**src/rtl/controller_pkg.sv**
```systemverilog
// rtl/controller_pkg.sv - shared types and encodings for the multicycle controller
package controller_pkg;

    typedef enum logic [3:0] {
        S_FETCH    = 4'd0,
        S_DECODE   = 4'd1,
        S_MEMADR   = 4'd2,
        S_MEMREAD  = 4'd3,
        S_MEMWB    = 4'd4,
        S_MEMWRITE = 4'd5,
        S_EXECR    = 4'd6,
        S_EXECI    = 4'd7,
        S_ALUWB    = 4'd8,
        S_BEQ      = 4'd9,
        S_JAL      = 4'd10
    } state_e;

    localparam logic [6:0] OP_LW    = 7'b0000011;
    localparam logic [6:0] OP_SW    = 7'b0100011;
    localparam logic [6:0] OP_RTYPE = 7'b0110011;
    localparam logic [6:0] OP_ITYPE = 7'b0010011;
    localparam logic [6:0] OP_BEQ   = 7'b1100011;
    localparam logic [6:0] OP_JAL   = 7'b1101111;

    localparam logic [1:0] ALU_OP_ADD   = 2'b00;
    localparam logic [1:0] ALU_OP_SUB   = 2'b01;
    localparam logic [1:0] ALU_OP_FUNCT = 2'b10;

    localparam logic [2:0] ALU_ADD = 3'b000;
    localparam logic [2:0] ALU_SUB = 3'b001;
    localparam logic [2:0] ALU_AND = 3'b010;
    localparam logic [2:0] ALU_OR  = 3'b011;
    localparam logic [2:0] ALU_SLT = 3'b101;

    localparam logic [1:0] RES_ALUOUT  = 2'b00;
    localparam logic [1:0] RES_MEMDATA = 2'b01;
    localparam logic [1:0] RES_ALU     = 2'b10;

    localparam logic [1:0] SRCA_PC    = 2'b00;
    localparam logic [1:0] SRCA_OLDPC = 2'b01;
    localparam logic [1:0] SRCA_RS1   = 2'b10;

    localparam logic [1:0] SRCB_RS2  = 2'b00;
    localparam logic [1:0] SRCB_IMM  = 2'b01;
    localparam logic [1:0] SRCB_FOUR = 2'b10;

    localparam logic [1:0] IMM_I = 2'b00;
    localparam logic [1:0] IMM_S = 2'b01;
    localparam logic [1:0] IMM_B = 2'b10;
    localparam logic [1:0] IMM_J = 2'b11;

endpackage

```
**src/rtl/alu_decoder.sv**
```systemverilog
// rtl/alu_decoder.sv - maps alu_op and instruction function fields to alu_control
module alu_decoder
    import controller_pkg::*;
(
    input  logic [1:0] alu_op,
    input  logic [2:0] funct3,
    input  logic       op_5,
    input  logic       funct7_5,
    output logic [2:0] alu_control
);

    // Only R-type (op_5 = 1) may select subtract through funct7; I-type addi stays add
    always_comb begin
        alu_control = ALU_ADD;
        case (alu_op)
            ALU_OP_ADD: alu_control = ALU_ADD;
            ALU_OP_SUB: alu_control = ALU_SUB;
            ALU_OP_FUNCT: begin
                case (funct3)
                    3'b000:  alu_control = (op_5 & funct7_5) ? ALU_SUB : ALU_ADD;
                    3'b010:  alu_control = ALU_SLT;
                    3'b110:  alu_control = ALU_OR;
                    3'b111:  alu_control = ALU_AND;
                    default: alu_control = ALU_ADD;
                endcase
            end
            default: alu_control = ALU_ADD;
        endcase
    end

endmodule

```
**src/rtl/multicycle_controller.sv**
```systemverilog
// rtl/multicycle_controller.sv - Moore FSM sequencing a multicycle RV32I subset datapath
module multicycle_controller
    import controller_pkg::*;
#(
    parameter int STATE_WIDTH = 4
) (
    input  logic                   clk,
    input  logic                   reset_n,
    input  logic [6:0]             opcode,
    input  logic [2:0]             funct3,
    input  logic                   funct7_5,
    input  logic                   zero,
    output logic                   pc_write,
    output logic                   adr_src,
    output logic                   mem_write,
    output logic                   ir_write,
    output logic                   reg_write,
    output logic [1:0]             result_src,
    output logic [1:0]             alu_src_a,
    output logic [1:0]             alu_src_b,
    output logic [1:0]             imm_src,
    output logic [2:0]             alu_control,
    output logic [STATE_WIDTH-1:0] state
);

    logic [STATE_WIDTH-1:0] state_q;
    logic [STATE_WIDTH-1:0] state_d;
    logic [STATE_WIDTH-1:0] dec_state;
    logic [1:0]             alu_op;
    logic                   pc_update;
    logic                   branch;
    logic                   ir_write_raw;
    logic                   mem_write_raw;
    logic                   reg_write_raw;

    // State register; reset loads FETCH so the first fetch happens on the first released edge
    always_ff @(posedge clk) begin
        if (!reset_n) begin
            state_q <= STATE_WIDTH'(S_FETCH);
        end else begin
            state_q <= state_d;
        end
    end

    // Next-state logic; unreachable encodings fall back to FETCH
    always_comb begin
        state_d = STATE_WIDTH'(S_FETCH);
        case (state_q)
            STATE_WIDTH'(S_FETCH): state_d = STATE_WIDTH'(S_DECODE);
            STATE_WIDTH'(S_DECODE): begin
                case (opcode)
                    OP_LW, OP_SW: state_d = STATE_WIDTH'(S_MEMADR);
                    OP_RTYPE:     state_d = STATE_WIDTH'(S_EXECR);
                    OP_ITYPE:     state_d = STATE_WIDTH'(S_EXECI);
                    OP_BEQ:       state_d = STATE_WIDTH'(S_BEQ);
                    OP_JAL:       state_d = STATE_WIDTH'(S_JAL);
                    default:      state_d = STATE_WIDTH'(S_FETCH);
                endcase
            end
            STATE_WIDTH'(S_MEMADR):  state_d = opcode[5] ? STATE_WIDTH'(S_MEMWRITE)
                                                         : STATE_WIDTH'(S_MEMREAD);
            STATE_WIDTH'(S_MEMREAD): state_d = STATE_WIDTH'(S_MEMWB);
            STATE_WIDTH'(S_EXECR),
            STATE_WIDTH'(S_EXECI),
            STATE_WIDTH'(S_JAL):     state_d = STATE_WIDTH'(S_ALUWB);
            default:                 state_d = STATE_WIDTH'(S_FETCH);
        endcase
    end

    // During reset the selects show FETCH values while the enables are gated off below
    assign dec_state = reset_n ? state_q : STATE_WIDTH'(S_FETCH);

    // Moore output decode of the (reset-adjusted) current state
    always_comb begin
        adr_src       = 1'b0;
        ir_write_raw  = 1'b0;
        mem_write_raw = 1'b0;
        reg_write_raw = 1'b0;
        pc_update     = 1'b0;
        branch        = 1'b0;
        result_src    = RES_ALUOUT;
        alu_src_a     = SRCA_PC;
        alu_src_b     = SRCB_RS2;
        alu_op        = ALU_OP_ADD;
        case (dec_state)
            STATE_WIDTH'(S_FETCH): begin
                ir_write_raw = 1'b1;
                alu_src_b    = SRCB_FOUR;
                result_src   = RES_ALU;
                pc_update    = 1'b1;
            end
            STATE_WIDTH'(S_DECODE): begin
                alu_src_a = SRCA_OLDPC;
                alu_src_b = SRCB_IMM;
            end
            STATE_WIDTH'(S_MEMADR): begin
                alu_src_a = SRCA_RS1;
                alu_src_b = SRCB_IMM;
            end
            STATE_WIDTH'(S_MEMREAD): adr_src = 1'b1;
            STATE_WIDTH'(S_MEMWB): begin
                result_src    = RES_MEMDATA;
                reg_write_raw = 1'b1;
            end
            STATE_WIDTH'(S_MEMWRITE): begin
                adr_src       = 1'b1;
                mem_write_raw = 1'b1;
            end
            STATE_WIDTH'(S_EXECR): begin
                alu_src_a = SRCA_RS1;
                alu_op    = ALU_OP_FUNCT;
            end
            STATE_WIDTH'(S_EXECI): begin
                alu_src_a = SRCA_RS1;
                alu_src_b = SRCB_IMM;
                alu_op    = ALU_OP_FUNCT;
            end
            STATE_WIDTH'(S_ALUWB): reg_write_raw = 1'b1;
            STATE_WIDTH'(S_BEQ): begin
                alu_src_a = SRCA_RS1;
                alu_op    = ALU_OP_SUB;
                branch    = 1'b1;
            end
            STATE_WIDTH'(S_JAL): begin
                alu_src_a = SRCA_OLDPC;
                alu_src_b = SRCB_FOUR;
                pc_update = 1'b1;
            end
            default: ;
        endcase
    end

    // Immediate format follows the live opcode in every state
    always_comb begin
        imm_src = IMM_I;
        case (opcode)
            OP_SW:   imm_src = IMM_S;
            OP_BEQ:  imm_src = IMM_B;
            OP_JAL:  imm_src = IMM_J;
            default: imm_src = IMM_I;
        endcase
    end

    assign pc_write  = reset_n & (pc_update | (branch & zero));
    assign ir_write  = reset_n & ir_write_raw;
    assign mem_write = reset_n & mem_write_raw;
    assign reg_write = reset_n & reg_write_raw;
    assign state     = state_q;

    alu_decoder u_alu_decoder (
        .alu_op      (alu_op),
        .funct3      (funct3),
        .op_5        (opcode[5]),
        .funct7_5    (funct7_5),
        .alu_control (alu_control)
    );

endmodule

```
**config.mk**
```make
export PLATFORM = sky130hd
export DESIGN_NAME = multicycle_controller
export DESIGN_NICKNAME = d
export VERILOG_FILES = /design/src/rtl/controller_pkg.sv /design/src/rtl/alu_decoder.sv /design/src/rtl/multicycle_controller.sv
export SDC_FILE = /design/constraint.sdc
export NUM_CORES = 1
export LEC_CHECK = 0
export BUFFER_PORTS_ARGS = -buffer_cell sky130_fd_sc_hd__buf_4
export CAP_MARGIN = 15
export CORE_MARGIN = 8
export CORE_UTILIZATION = 35
export CTS_BUF_LIST = sky130_fd_sc_hd__clkbuf_4 sky130_fd_sc_hd__clkbuf_8 sky130_fd_sc_hd__clkbuf_16
export DETAILED_ROUTE_END_ITERATION = 16
export PLACE_DENSITY = 0.71
export SLEW_MARGIN = 20
export SYNTH_ARGS = -nofsm -noshare
export SYNTH_HDL_FRONTEND = slang
export SYNTH_SLANG_ARGS = --single-unit
```
**constraint.sdc**
```tcl
create_clock -name clk -period 1.2 [get_ports clk]
set_input_delay 0.12 -clock clk [delete_from_list [all_inputs] [get_ports clk]]
set_output_delay 0.12 -clock clk [all_outputs]
set_load 0.05 [all_outputs]
```
==> results of run 1 <==
-- through the flow --
step	hold slack [ns]	setup slack [ns]	cells	instance area, sq um
after floorplan	0.271	-0.574	79	872
after detailed placement	0.410	-0.281	143	1220
after global placement	0.417	-0.228	143	1220
after CTS	0.157	-0.461	159	1580
-- synthesized netlist by cell type (2+ instances only) --
library cell	instances	area [sq um]
buf_2	2	10.0
ha_1	2	25.0
nor3_1	4	20.0
a21oi_1	5	25.0
xor2_1	3	26.3
inv_2	2	7.51
nor2b_1	3	18.8
and3b_1	3	26.3
nor3b_1	5	37.5
buf_4	3	22.5
and3_1	4	25.0
nand3_1	3	15.0
dfxtp_1	4	80.1
inv_1	2	7.51
nand2_1	4	15.0
nor2_1	3	11.3
xnor2_1	2	17.5
o21ai_1	3	15.0
nand2b_1	2	12.5
-- logic make-up after synthesis --
| group | count (synthesis) | synth area share, % |
|---|---|---|
| xor gates and xnor gates | 5 | 7.14 |
| AOI/OAI and AO/OA | 17 | 19.8 |
| adders and majority gates | 2 | 4.08 |
| buffers and inverters | 10 | 9.59 |
| DFF | 4 | 13.1 |
| muxes | 1 | 1.63 |
| and+or+nand+nor | 40 | 44.7 |
-- what timing repair did --
item,4_1_cts
pin swaps,20
setup endpoints to repair,18
gates resized for setup,50
cloned,2
setup buffers,11
==> flow_summary.ini, run 1 <==
[floorplanning]
io_pins = 34
die_y_microns = 57.9
rows = 15
initial_core_util_pct = 36.3
die_w_microns = 57.9

[logic_synthesis]
syn-num-nets = 95
synth_edf_count = 0
synth_ff_type = dfxtp_1
syn_area_per_cell_sq_um = 7.76
synth_cell_types = 39
ys_ff_latch = 4
yosys_warnings = 0
syn_area_sq_um = 613
ys_seq_area_share_pct = 13.1
netlist_instances = 79
async_flop_share_pct = 0

[clocking]
cts_root_buffer = clkbuf_4
hold_buffers = 0
cts_buffers = 3
clockBufferDepth = 2
cts.sinks = 4
ctsHtreeMaxLevel = 1

[global_routing]
grt_start_max_net_pins = 11

[outcome]
first-error = [ERROR DPL-0038] Utilization greater than 100%, impossible to legalize
status = stopped before the end
failed_stage = global routing

[place]
port-buffer-count = 33
gp_congestion = 0.731
dp_hpwl_mm = 1.81

[sta]
grt-worst-endpoint = alu_control[0]
worstEpCategory = top-level output
==> inputs of run 2 (changes only) <==
--- a/config.mk
+++ b/config.mk
@@ -7,11 +7,10 @@
 export LEC_CHECK = 0
 export BUFFER_PORTS_ARGS = -buffer_cell sky130_fd_sc_hd__buf_4
 export CAP_MARGIN = 15
-export CORE_MARGIN = 8
-export CORE_UTILIZATION = 35
-export CTS_BUF_LIST = sky130_fd_sc_hd__clkbuf_4 sky130_fd_sc_hd__clkbuf_8 sky130_fd_sc_hd__clkbuf_16
+export CORE_AREA = 8 8 69 71
 export DETAILED_ROUTE_END_ITERATION = 16
-export PLACE_DENSITY = 0.71
+export DIE_AREA = 0 0 77 79
+export PLACE_DENSITY_LB_ADDON = 0.15
 export SLEW_MARGIN = 20
 export SYNTH_ARGS = -nofsm -noshare
 export SYNTH_HDL_FRONTEND = slang
==> constraint.sdc (replaced) <==
create_clock -name clk -period 1.6 [get_ports clk]
set_input_delay 0.16 -clock clk [delete_from_list [all_inputs] [get_ports clk]]
set_output_delay 0.16 -clock clk [all_outputs]
set_load 0.05 [all_outputs]
==> flow_summary.ini, run 2 <==
[critical_path]
cp_max_fo = 7
criticalPathCategory = register to primary output
crit_chain = nor2b_4 > and3_4 > ha_4 > nor3b_4 > buf_6
worstPathArrival_ns = 1.55
cp_num_buf_inv = 1
cp.required_ns = 1.44
cp_slowest_cell = dfxtp_4
r2r_cells = 6
path_depth = 5
startpoint_type = register
endpoint_kind = primary output
cp_slowest_stage_delay_ns = 0.37
critPathTopFamily = simple AND/OR/NAND/NOR gates

[floorplanning]
core_area_sq_um = 3800
die_y_microns = 79
die_area_sq_um = 6080
rows = 23
initial_core_util_pct = 16.1
die_w_microns = 77
io_pins = 34

[logic_synthesis]
synth_edf_count = 0
synth_area_leader_cell = dfxtp_1
yosys.area_share.adder_pct = 4.08
syn_area_sq_um = 613
netlist_instances = 79
syn_area_per_cell_sq_um = 7.76
synthMuxAreaShare_pct = 1.63
synth_ff_type = dfxtp_1
synth_area_leaders = dfxtp_1, nor3b_1, and3b_1, xor2_1, a21oi_1
ys_ff_latch = 4
syn-num-nets = 95
synth_top_family_by_area = simple AND/OR/NAND/NOR gates
synth_cell_types = 39
async_flop_share_pct = 0
synth_commonest_cells = a21oi_1, nor3b_1
yosysTopAreaCellShare_pct = 13.1
synth_xor_xnor_area_share_pct = 7.14
yosys.area_share.simple_pct = 44.7
synth_compound_area_share_pct = 19.8
yosys_warnings = 0
ys_seq_area_share_pct = 13.1

[routing]
first_iter_violations = 11
ant_nets = 0
wirelength_mm = 2.39
post_drt_wl_per_cell_microns = 13.7
drc = 0
vias = 760
viasPerCell = 4.37
firstDrtPassIters = 5

[global_routing]
grt_pass1_vias = 802
globalRoute.totalOverflow = 0
grt_start_max_net_pins = 18
track_usage_pct = 7.67
antenna_found_initial = 0
grt_pass1_wl_mm = 3.86

[cells_and_area]
largest_reg_flops = 4
post-route-util_pct = 33.6
fill_cells = 429
n_antenna_cell = 0
num-nets-final = 142
mostFrequentLayoutCell = buf_4
area_delta_synth_final_pct = 108
layout_common_cells = buf_4, buf_6, dfxtp_4
drive_gt1_share_pct = 69.4

[run]
drv_cap = 0

[clocking]
clockBufferDepth = 2
cts_buffers = 3
clk_latency_ns = 0.22
cts_tree = built
cts_root_buffer = clkbuf_8
ctsHtreeMaxLevel = 1
cts.sinks = 4
clkTransAtPathRegs_ns = 0.03

[place]
dp_hpwl_mm = 1.83
port-buffer-count = 33
gp_congestion = 0.702

[worst_hold_path]
min_path_cells = 4
hp-class = input port to register

[sta]
report.final.slew_viol_count = 0
fin_crit_sh_pct = 107
fmax_mhz = 586
fin_ws_ns = -0.106
hold_viol = 0
min_period_ns = 1.71
setup_viol = 2
worstMarginPinSlew_ns = 0.283
rsz0062_at_grt = yes
fin_skew_ns = 0.00111
max_slew_margin_pct = 81.1

[outcome]
status = complete, but fails checks
violations = negative setup slack

[power]
leakagePower_nw = 0.547
power_uw = 563
ir_drop_mv = 0.141
power_density_nw_per_um2 = 442
[run 2: cell counts after synthesis]
Identical to the previous run, type by type.
[run 2: cell families after synthesis]
| logic type | Yosys count |
|---|---|
| AO/OA/AOI/OAI | 17 |
| XOR/XNOR | 5 |
| adder cells (fa/ha/maj) | 2 |
| buffers and inverters | 10 |
| flip-flops | 4 |
| multiplexers | 1 |
| AND/OR/NAND/NOR | 40 |
[run 2: layer usage]
metal  up-vias  wire length [microns]  part of all wire (%)  GRT usage [%]
li1        382                      -                     -              -
met1       346                   1030                    43           9.50
met2        27                   1210                    51           12.1
met3         5                     88                   3.7           1.13
met4         0                     55                   2.3           5.09
met5         -                      0                     0              0
[run 2: path summary, 6_finish.rpt]
| path | from | slack [ns] | to |
|---|---|---|---|
| worst max-delay path | state[1]$_SDFF_PN0_ | -0.11 | alu_control[1] |
| worst min-delay path | opcode[6] | 0.24 | state[2]$_SDFF_PN0_ |
| worst max register to register | state[3]$_SDFF_PN0_ | 0.31 | state[0]$_SDFF_PN0_ |
| worst min register to register | state[1]$_SDFF_PN0_ | 0.56 | state[2]$_SDFF_PN0_ |
[run 2: worst register-to-register path: cells and delay by family, from the launching register on]
kind / cells / cell delay (ns)
buf+inv: 3 / 0.41
flops: 1 / 0.34
compound gates: 2 / 0.34
simple gates: 1 / 0.12
[run 2: metrics by stage]
| stage | hold WS [ns] | instance area [sq um] | cells | setup WS, ns | TNS [ns] |
|---|---|---|---|---|---|
| after floorplan | 0.311 | 753 | 79 | -0.281 | -0.807 |
| after global placement | 0.464 | 1090 | 167 | 0.0429 | 0 |
| after detailed placement | 0.467 | 1090 | 167 | 0.0228 | 0 |
| after CTS | 0.243 | 1220 | 173 | -0.0872 | -0.227 |
| after global routing | 0.264 | 1270 | 174 | -0.159 | -0.405 |
| final | 0.237 | 1270 | 174 | -0.106 | -0.120 |
[run 2: area by class of cell]
type / instances / area [sq um] / area share [%]
multi-input cells: 65 / 652 / 51.1
repair buffers: 48 / 409 / 32.1
flip-flops and latches: 4 / 95.1 / 7.46
well taps: 50 / 62.6 / 4.91
clock buffers: 3 / 41.3 / 3.24
inverters: 4 / 15.0 / 1.18
[run 2: timing repair]
action                                 CTS  global route
endpoints found under the hold margin    0             0
pin swaps                                5             7
hold buffers                             0             0
gates resized for setup                 15            12
setup endpoints to repair                5            11
buffers inserted                         3             1
[run 2: power breakdown]
part / switching [mW] / total (mW) / internal (mW)
clock: 0.0540 / 0.214 / 0.161
sequential: 0.00279 / 0.102 / 0.0990
combinational: 0.138 / 0.247 / 0.109
Power figures use the tool's default switching activity.
==> inputs of run 3 (changes only) <==
--- a/config.mk
+++ b/config.mk
@@ -10,7 +10,6 @@
 export CORE_AREA = 8 8 69 71
 export DETAILED_ROUTE_END_ITERATION = 16
 export DIE_AREA = 0 0 77 79
-export PLACE_DENSITY_LB_ADDON = 0.15
 export SLEW_MARGIN = 20
 export SYNTH_ARGS = -nofsm -noshare
 export SYNTH_HDL_FRONTEND = slang
==> constraint.sdc (replaced) <==
create_clock -name clk -period 2.15 [get_ports clk]
set_input_delay 0.215 -clock clk [delete_from_list [all_inputs] [get_ports clk]]
set_output_delay 0.215 -clock clk [all_outputs]
set_load 0.05 [all_outputs]
==> flow_summary.ini, run 3 (synthesized netlist as in run 2, its figures left out) <==
[place]
postPlaceCellArea_sq_um = 966
gp_congestion = 0.743
dp_hpwl_mm = 1.70
placedCellCount = 160
port-buffer-count = 33

[cells_and_area]
final-instance-count-excl-fill = 163
largest_reg_flops = 4
post-route-util_pct = 26.5
area_delta_synth_final_pct = 64.3
num-nets-final = 131
n_antenna_cell = 0
mostFrequentLayoutCell = buf_4
design_area_sq_um = 1010
drive_gt1_share_pct = 47.8

[routing]
firstDrtPassIters = 4
wirelength_mm = 2.18
viasPerCell = 4.59
ant_nets = 0
first_iter_violations = 22
vias = 748
post_drt_wl_per_cell_microns = 13.4
drc = 0

[critical_path]
startpoint_type = register
critPathTopFamily = flip-flops
cp_slowest_stage_delay_ns = 0.52
cp.required_ns = 1.93
cp_max_fo = 8
crit_chain = nor2b_4 > and3_1 > ha_1 > nor3b_2 > buf_4
cp_num_buf_inv = 1
criticalPathCategory = register to primary output
endpoint_kind = primary output
cp_slowest_cell = dfxtp_1
worstPathArrival_ns = 1.79

[clocking]
cts_root_buffer = clkbuf_8
clkTransAtPathRegs_ns = 0.03
cts_setup_buffers = 0
clk_latency_ns = 0.22
clockBufferDepth = 2
ctsHtreeMaxLevel = 1
cts_resized = 0
cts.sinks = 4
cts_tree = built
hold_buffers = 0
cts_buffers = 3

[power]
power_uw = 386
pwr-share-comb_pct = 38.6
switchingPower_uw = 132
power_density_nw_per_um2 = 383
leakagePower_nw = 0.446
clkPwrFrac_pct = 41.0
ir_drop_mv = 0.119
seq_power_share_pct = 20.4
switching_share_pct = 34.2
p_int_uw = 254

[floorplanning]
die_w_microns = 77
rows = 23
io_pins = 34
die_y_microns = 79
initial_core_util_pct = 16.1
die_area_sq_um = 6080
core_area_sq_um = 3800

[worst_hold_path]
hp-class = input port to register

[sta]
min_period_ns = 2.01
hold_viol = 0
report.final.slew_viol_count = 0
worstMarginPinSlew_ns = 0.354
fmax_mhz = 498
hold_ws_ns = 0.315
fin_crit_sh_pct = 93.3
setup_viol = 0
fin_skew_ns = 0.00169
max_slew_margin_pct = 76.3
rsz0062_at_grt = no

[global_routing]
grt_pass1_wl_mm = 3.57
track_usage_pct = 7.22
grt_pass1_vias = 784
antenna_found_initial = 0
globalRoute.totalOverflow = 0
grt_start_max_net_pins = 18

[run]
drv_cap = 0

[outcome]
status = complete, no violations
run 3: cell count changes in the layout (fill, tap and decap cells not counted), sizes merged:
cell,previous run,this run
buf,48,37
run 3: path summary, 6_finish.rpt:
| path | startpoint | endpoint | slack [ns] | cells after the start |
|---|---|---|---|---|
| worst min-delay path | opcode[6] | state[2]$_SDFF_PN0_ | 0.32 | 4 |
| worst min register to register | state[1]$_SDFF_PN0_ | state[2]$_SDFF_PN0_ | 0.65 | 2 |
| worst max register to register | state[3]$_SDFF_PN0_ | state[0]$_SDFF_PN0_ | 0.92 | 4 |
| worst max-delay path | state[1]$_SDFF_PN0_ | alu_control[1] | 0.14 | 5 |
run 3: area by class of cell:
cell class                      instances  area (sq um)
Clock buffer                            3          41.3
Sequential cell                         4          80.1
Timing Repair Buffer                   37           278
Fill cell                             429          2790
Multi-Input combinational cell         65           531
Tap cell                               50          62.6
Inverter                                4          15.0
run 3: metrics by stage:
| stage | TNS, ns | setup WS [ns] |
|---|---|---|
| finish | 0 | 0.143 |
| global route | 0 | 0.0289 |
| CTS | 0 | 0.120 |
| detailed placement | 0 | 0.353 |
| global placement | 0 | 0.399 |
| floorplan | -0.261 | -0.261 |
run 3: power by group through the flow:
stage,clock [mW],combinational (mW),sequential (mW)
global placement,0,0.146,0.0795
global route,0.166,0.159,0.0787
detailed placement,0,0.149,0.0795
finish,0.158,0.149,0.0786
floorplan,0,0.0890,0.0876
CTS,0.162,0.150,0.0786
run 3: worst reg2reg max path, delay by kind of cell (launching register included):
kind                   cells  cell delay, ns
AO/OA/AOI/OAI              2            0.40
buffers and inverters      1            0.19
flip-flops                 1            0.30
AND/OR/NAND/NOR            1            0.26
run 3: per-layer routing:
layer | part of all wire [%] | vias to the layer above | track usage [%]
met5 | 0 | - | 0
met4 | 2.4 | 0 | 5.09
met3 | 6.3 | 4 | 2.37
met2 | 47 | 29 | 11.6
met1 | 45 | 356 | 7.99
li1 | - | 359 | -
